**src/rtl/multicycle_control_fsm.sv**
```systemverilog
// Multicycle RV32I control unit: Moore main FSM plus a combinational ALU decoder.
// Each instruction takes 3-5 cycles. FETCH, MEMREAD and MEMWRITE stall on mem_ready.
module multicycle_control_fsm #(
  parameter logic USE_MEM_READY = 1'b1,
  parameter logic ILLEGAL_HALT  = 1'b1
) (
  input  logic       clk,
  input  logic       reset,
  input  logic [6:0] op,
  input  logic [2:0] funct3,
  input  logic [6:0] funct7,
  input  logic       Zero,
  input  logic       mem_ready,
  output logic       PCWrite,
  output logic       AdrSrc,
  output logic       MemWrite,
  output logic       IRWrite,
  output logic [1:0] ResultSrc,
  output logic [1:0] ALUSrcA,
  output logic [1:0] ALUSrcB,
  output logic [2:0] ALUControl,
  output logic [2:0] ImmSrc,
  output logic       RegWrite,
  output logic       instr_done,
  output logic       halted,
  output logic [3:0] state
);

  localparam logic [6:0] op_lw   = 7'b0000011;
  localparam logic [6:0] op_sw   = 7'b0100011;
  localparam logic [6:0] op_rtyp = 7'b0110011;
  localparam logic [6:0] op_ityp = 7'b0010011;
  localparam logic [6:0] op_beq  = 7'b1100011;
  localparam logic [6:0] op_jal  = 7'b1101111;

  typedef enum logic [3:0] {
    s_fetch    = 4'd0,
    s_decode   = 4'd1,
    s_memadr   = 4'd2,
    s_memread  = 4'd3,
    s_memwb    = 4'd4,
    s_memwrite = 4'd5,
    s_executer = 4'd6,
    s_executei = 4'd7,
    s_aluwb    = 4'd8,
    s_beq      = 4'd9,
    s_jal      = 4'd10,
    s_halt     = 4'd15
  } state_t;

  state_t     cur_state;
  state_t     nxt_state;
  logic       mem_rdy;
  logic       op_legal;
  logic [1:0] alu_op;
  logic       pc_write_raw;
  logic       mem_write_raw;
  logic       ir_write_raw;
  logic       reg_write_raw;
  logic       done_raw;
  logic       unused_funct7;

  assign mem_rdy       = USE_MEM_READY ? mem_ready : 1'b1;
  assign unused_funct7 = ^{funct7[6], funct7[4:0]};

  always_comb begin
    op_legal = 1'b0;
    case (op)
      op_lw, op_sw, op_rtyp, op_ityp, op_beq, op_jal: op_legal = 1'b1;
      default:                                        op_legal = 1'b0;
    endcase
  end

  always_ff @(posedge clk) begin
    if (reset) cur_state <= s_fetch;
    else       cur_state <= nxt_state;
  end

  always_comb begin
    nxt_state = cur_state;
    case (cur_state)
      s_fetch:    if (mem_rdy) nxt_state = s_decode;
      s_decode: begin
        case (op)
          op_lw, op_sw: nxt_state = s_memadr;
          op_rtyp:      nxt_state = s_executer;
          op_ityp:      nxt_state = s_executei;
          op_beq:       nxt_state = s_beq;
          op_jal:       nxt_state = s_jal;
          default:      nxt_state = ILLEGAL_HALT ? s_halt : s_fetch;
        endcase
      end
      s_memadr:   nxt_state = (op == op_lw) ? s_memread : s_memwrite;
      s_memread:  if (mem_rdy) nxt_state = s_memwb;
      s_memwrite: if (mem_rdy) nxt_state = s_fetch;
      s_memwb:    nxt_state = s_fetch;
      s_executer: nxt_state = s_aluwb;
      s_executei: nxt_state = s_aluwb;
      s_jal:      nxt_state = s_aluwb;
      s_aluwb:    nxt_state = s_fetch;
      s_beq:      nxt_state = s_fetch;
      s_halt:     nxt_state = s_halt;
      // Unused encodings recover to a clean instruction boundary.
      default:    nxt_state = s_fetch;
    endcase
  end

  always_comb begin
    pc_write_raw  = 1'b0;
    mem_write_raw = 1'b0;
    ir_write_raw  = 1'b0;
    reg_write_raw = 1'b0;
    done_raw      = 1'b0;
    AdrSrc        = 1'b0;
    ResultSrc     = 2'b00;
    ALUSrcA       = 2'b00;
    ALUSrcB       = 2'b00;
    alu_op        = 2'b00;
    halted        = 1'b0;
    case (cur_state)
      s_fetch: begin
        ALUSrcB      = 2'b10;
        ResultSrc    = 2'b10;
        ir_write_raw = mem_rdy;
        pc_write_raw = mem_rdy;
      end
      s_decode: begin
        ALUSrcA  = 2'b01;
        ALUSrcB  = 2'b01;
        done_raw = !op_legal && !ILLEGAL_HALT;
      end
      s_memadr: begin
        ALUSrcA = 2'b10;
        ALUSrcB = 2'b01;
      end
      s_memread: AdrSrc = 1'b1;
      s_memwrite: begin
        AdrSrc        = 1'b1;
        mem_write_raw = 1'b1;
        done_raw      = mem_rdy;
      end
      s_memwb: begin
        ResultSrc     = 2'b01;
        reg_write_raw = 1'b1;
        done_raw      = 1'b1;
      end
      s_executer: begin
        ALUSrcA = 2'b10;
        alu_op  = 2'b10;
      end
      s_executei: begin
        ALUSrcA = 2'b10;
        ALUSrcB = 2'b01;
        alu_op  = 2'b10;
      end
      s_aluwb: begin
        reg_write_raw = 1'b1;
        done_raw      = 1'b1;
      end
      s_beq: begin
        ALUSrcA      = 2'b10;
        alu_op       = 2'b01;
        pc_write_raw = Zero;
        done_raw     = 1'b1;
      end
      s_jal: begin
        ALUSrcA      = 2'b01;
        ALUSrcB      = 2'b10;
        pc_write_raw = 1'b1;
      end
      s_halt:  halted = 1'b1;
      default: ;
    endcase
  end

  // Reset abandons the instruction in flight, so no write may land in that cycle.
  assign PCWrite    = pc_write_raw  && !reset;
  assign MemWrite   = mem_write_raw && !reset;
  assign IRWrite    = ir_write_raw  && !reset;
  assign RegWrite   = reg_write_raw && !reset;
  assign instr_done = done_raw      && !reset;
  assign state      = cur_state;

  always_comb begin
    ImmSrc = 3'b000;
    case (op)
      op_sw:   ImmSrc = 3'b001;
      op_beq:  ImmSrc = 3'b010;
      op_jal:  ImmSrc = 3'b011;
      default: ImmSrc = 3'b000;
    endcase
  end

  always_comb begin
    ALUControl = 3'b000;
    case (alu_op)
      2'b00: ALUControl = 3'b000;
      2'b01: ALUControl = 3'b001;
      default: begin
        case (funct3)
          // Only R-type uses funct7[5] to pick sub; addi shares the encoding.
          3'b000:  ALUControl = (op[5] && funct7[5]) ? 3'b001 : 3'b000;
          3'b010:  ALUControl = 3'b101;
          3'b110:  ALUControl = 3'b011;
          3'b111:  ALUControl = 3'b010;
          default: ALUControl = 3'b000;
        endcase
      end
    endcase
  end

endmodule

```
**config.mk**
```make
export PLATFORM = sky130hd
export DESIGN_NAME = multicycle_control_fsm
export DESIGN_NICKNAME = d
export VERILOG_FILES = /design/src/rtl/multicycle_control_fsm.sv
export SDC_FILE = /design/constraint.sdc
export NUM_CORES = 1
export LEC_CHECK = 0
export ABC_AREA = 1
export CORE_MARGIN = 10
export CORE_UTILIZATION = 29
export DETAILED_ROUTE_END_ITERATION = 12
export HOLD_SLACK_MARGIN = 0.08
export PLACE_DENSITY = 0.75
export SYNTH_ARGS = -nofsm -noshare
export SYNTH_HDL_FRONTEND = slang
export SYNTH_SLANG_ARGS = --single-unit
```
**constraint.sdc**
```tcl
create_clock -name clk -period 2.7 [get_ports clk]
set_input_delay 0.54 -clock clk [delete_from_list [all_inputs] [get_ports clk]]
set_output_delay 0.54 -clock clk [all_outputs]
set_load 0.03 [all_outputs]
```
Word level (Yosys, flattened, before mapping)
Cells that the tools add are included.

Equality and inequality tests: 24. Multiplexer cells: 21. Reductions and logical operators: 21.

Operator list (number): $pmux W4 S7 (1); $pmux W4 S5 (1); $eq A4 B3 Y1 const B (4); $eq A4 B4 Y1 const B (4); $pmux W2 S2 (4); $eq A7 B6 Y1 const B (2); $eq A7 B7 Y1 const B (2); $mux W4 (3); $pmux W3 S4 (1); $reduce_or A2 Y1 (6); $reduce_or A3 Y1 (3); $eq A4 B2 Y1 const B (2); $eq A7 B2 Y1 const B (1); $eq A7 B5 Y1 const B (1); $eq A3 B3 Y1 const B (2); $logic_and A1 B1 Y1 (6); $mux W1 (6); $ne A2 B2 Y1 const B (3); $pmux W2 S3 (1); $pmux W3 S2 (1); $eq A4 B1 Y1 const B (1); $logic_not A4 Y1 (1); $reduce_or A4 Y1 (1); $eq A3 B2 Y1 const B (1); other kinds (8) (8).

Flip-flop bits (word level): 4. Input bits: 21. Output and inout port bits: 23. Word-level logic and storage cells: 67.

Logic depth before layout (Yosys ltp)
Depth in word-level cells: 5. Gate-level depth with buffers: 9. Gate-level depth less buffers: 9.

Least setup slack after synthesis
No wires, ideal clock.

Kind: register -> output. Start: register cur_state[2] (netlist: state[2]). End: output instr_done. Arrival: 1.897 ns. Data required time: 2.160 ns. Setup slack: 0.263 ns. Cell stages (with the launch flop): 7. Buffers on the path: 0. Cells stage by stage: dfxtp_1 -> inv_2 -> nor2_4 -> inv_2 -> nor2_1 -> a21oi_1 -> a21oi_1.

Longest elaborated chain between the ends: 4. Elaborated cells on any way between the ends: 7. Classes of those cells: eq/ne: 4; mux: 1; reduce/logical: 2.

Ends and longest elaborated chain: start: declaration (line 51) `state_t cur_state;`; start signal: assignment (line 75) `if (reset) cur_state <= s_fetch;`; start signal: assignment (line 76) `else cur_state <= nxt_state;`; $eq A4 B4 Y1 or $eq A4 B3 Y1 (tied branches) (line 120) `case (cur_state)`; $reduce_or A3 Y1 (no line); $pmux W1 S2 (*) (line 120); $logic_and A1 B1 Y1 (*) (line 181) `assign instr_done = done_raw && !reset;`; end: declaration (line 24) `output logic instr_done,`.

Every way passes the cells marked *; elsewhere a longest branch is shown, timed or not.

Final worst setup path
Start: input funct3[0]. End: output ALUControl[0].

Longest elaborated chain between the ends: 3. Elaborated cells on any way between the ends: 6. Classes of those cells: eq/ne: 3; mux: 2; reduce/logical: 1.

Ends and longest elaborated chain: start: declaration (line 10) `input logic [2:0] funct3,`; $eq A3 B3 Y1, or another cell as far along (line 200) `case (funct3)`; $pmux W3 S4 (*) (line 200); $pmux W3 S2 (*) (line 196) `case (alu_op)`; end: declaration (line 21) `output logic [2:0] ALUControl,`.

Marked as above.

==> results.json <==
{
  "slew_violations": 0,
  "ios": 44,
  "arrival_ps": 2050,
  "postCtsResizedCells": 0,
  "timing.hold.ws_ps": 543.5,
  "max_clock_freq_mhz": 385.9,
  "grt_pass1_wl_microns": 3463,
  "yosysWarningCount": 0,
  "clock_latency_ps": 230,
  "rsz0062_at_grt": "false",
  "layout_common_cells": "clkdlybuf4s50_1 (33), nand2_1 (23), inv_1 (14), nand3_1 (12), inv_2 (12)",
  "cts_hold_buf": 0,
  "layout_commonest_cell": "clkdlybuf4s50_1",
  "fp.dieH_microns": 65.27,
  "gp_routability_congestion": 0.8693,
  "drive_gt1_frac": 0.2177,
  "drc": 0,
  "crit_top_cell": "clkdlybuf4s50_1",
  "dr.first_iter.drc_count": 34,
  "critical_path_class": "input port to primary output",
  "p_per_area_nw_per_um2": 1011,
  "cts_buffers": 3,
  "track_usage": 0.09746,
  "ys_ff_latch": 4,
  "cpMaxStageDelayCell": "clkdlybuf4s50_1",
  "cts_root_buffer": "clkbuf_4",
  "setup_viol": 0,
  "syn_inst": 109,
  "synth_fp_nets": 130,
  "start_util": 0.3029,
  "p_leak_nw": 0.4639,
  "setup_tns_ps": 0,
  "syn_avg_cell_area_sq_um": 5.452,
  "wl_microns": 2163,
  "cp_num_buf_inv": 2,
  "area_delta_synth_final_pct": 68.21,
  "seq_area_frac_synth": 0.1347,
  "fillCellCount": 208,
  "core-area_sq_um": 1962,
  "cts_tree": "yes",
  "largest_register_ffs": 4,
  "rows": 16,
  "hold_viol": 0,
  "htree_levels": 1,
  "min_period_ps": 2592,
  "crit_fanout": 3,
  "hold_class": "flop to flop",
  "postCtsSetupBuffers": 0,
  "ir_drop_mv": 0.4507,
  "path_clk_slew_ps": 40,
  "dieWidth_microns": 65.27,
  "clockBufferDepth": 2,
  "overflow": 0,
  "num_antenna_cells": 0,
  "grt_max_degree": 8,
  "antenna_found_initial": 0,
  "path_cells": "clkdlybuf4s50_1 -> nor2_1 -> nand3_1 -> o221ai_1 -> clkdlybuf4s50_1",
  "ys_types": 25,
  "synth_area_sq_um": 594.3,
  "vias": 806,
  "start_kind": "input port",
  "io_buffers": 36,
  "cpPeakStageDelay_ps": 700,
  "endpoint_kind": "primary output",
  "crit_required_ps": 2160,
  "critPathTopFamily": "buffers and inverters",
  "avgViaCountPerCell": 4.632,
  "hpwl_microns": 1939,
  "nNetsFinal": 170,
  "cts.sinks": 4,
  "post_drt_wl_per_cell_microns": 12.43,
  "first_pass_iters": 4,
  "maxCapViolCount": 0,
  "fp.dieArea_sq_um": 4260,
  "outcome": "complete, no violations",
  "drtAntennaViolNets": 0,
  "grt_pass1_vias": 766,
  "min_period_over_period": 0.9599,
  "clock_skew_ps": 3.474
}
==> worst register-to-register path, cell delays in order (launching register included) <==
cell and delay (ps):
dfxtp_1 450, nand2_1 140, inv_2 100, nand3_2 100, inv_2 80, a21oi_1 40
nand3_1 90, nand2_1 60, a21oi_2 110
==> Yosys cell counts, drive strengths merged <==
cell	number	area (sq um)
a211oi	1	7.510
a21oi	7	42.54
a31o	1	8.760
a41oi	1	8.760
buf	1	7.510
clkbuf	1	3.750
clkinv	1	3.750
conb	1	3.750
dfxtp	4	80.08
inv	26	97.59
nand2	30	135.1
nand3	14	80.08
nand4	1	6.260
nor2	13	63.81
nor3	2	10.01
o211ai	1	7.510
o21ai	2	10.01
o221ai	1	8.760
o32ai	1	8.760
==> layout make-up <==
type	count	area [sq um]	area share
timing repair buffer	37	360.3	0.3605
tap	27	33.78	0.03379
inverter	27	101.3	0.1014
multi-input combinational	76	401.6	0.4018
clock buffer	3	22.52	0.02253
sequential	4	80.08	0.08010
==> routing by layer <==
layer	up-vias	share of wire	GRT usage
li1	418	-	-
met1	359	0.38	0.09429
met2	27	0.55	0.1988
met3	2	0.066	0.02203
met4	0	0.0074	0.02406
met5	-	0	0
==> final timing paths <==
path                            startpoint       endpoint  slack [ps]  depth (start not counted)
worst max-delay path             funct3[0]  ALUControl[0]         110                          5
worst min-delay path              state[2]       state[2]         540                          2
worst max register to register    state[0]       state[0]        1460                          8
worst min register to register    state[2]       state[2]         540                          2
==> through the flow <==
stage	cell area [sq um]	util	worst slack (ps)	instances	total power, mW
global placement	977.2	0.4981	100.3	171	0.9290
CTS	999.7	0.5096	94.18	174	1.020
detailed placement	977.2	0.4981	99.97	171	0.9443
floorplan	594.3	-	263.2	109	0.6516
global route	999.7	0.5096	1.837	174	1.083
finish	999.7	0.5096	108.4	174	1.011
==> power by group <==
part           switching (mW)  total, mW  internal [mW]
clock network          0.0226     0.0722         0.0496
registers              0.0400      0.122         0.0819
logic                   0.506      0.817          0.310
==> logic make-up after synthesis <==
group	after synthesis	synth area share
AO/OA/AOI/OAI	15	0.1727
flip-flops	4	0.1347
AND/OR/NAND/NOR	60	0.4969
buffers and inverters	29	0.1895
other	1	0.006310
No activity file was read; power rests on OpenSTA's default activity.
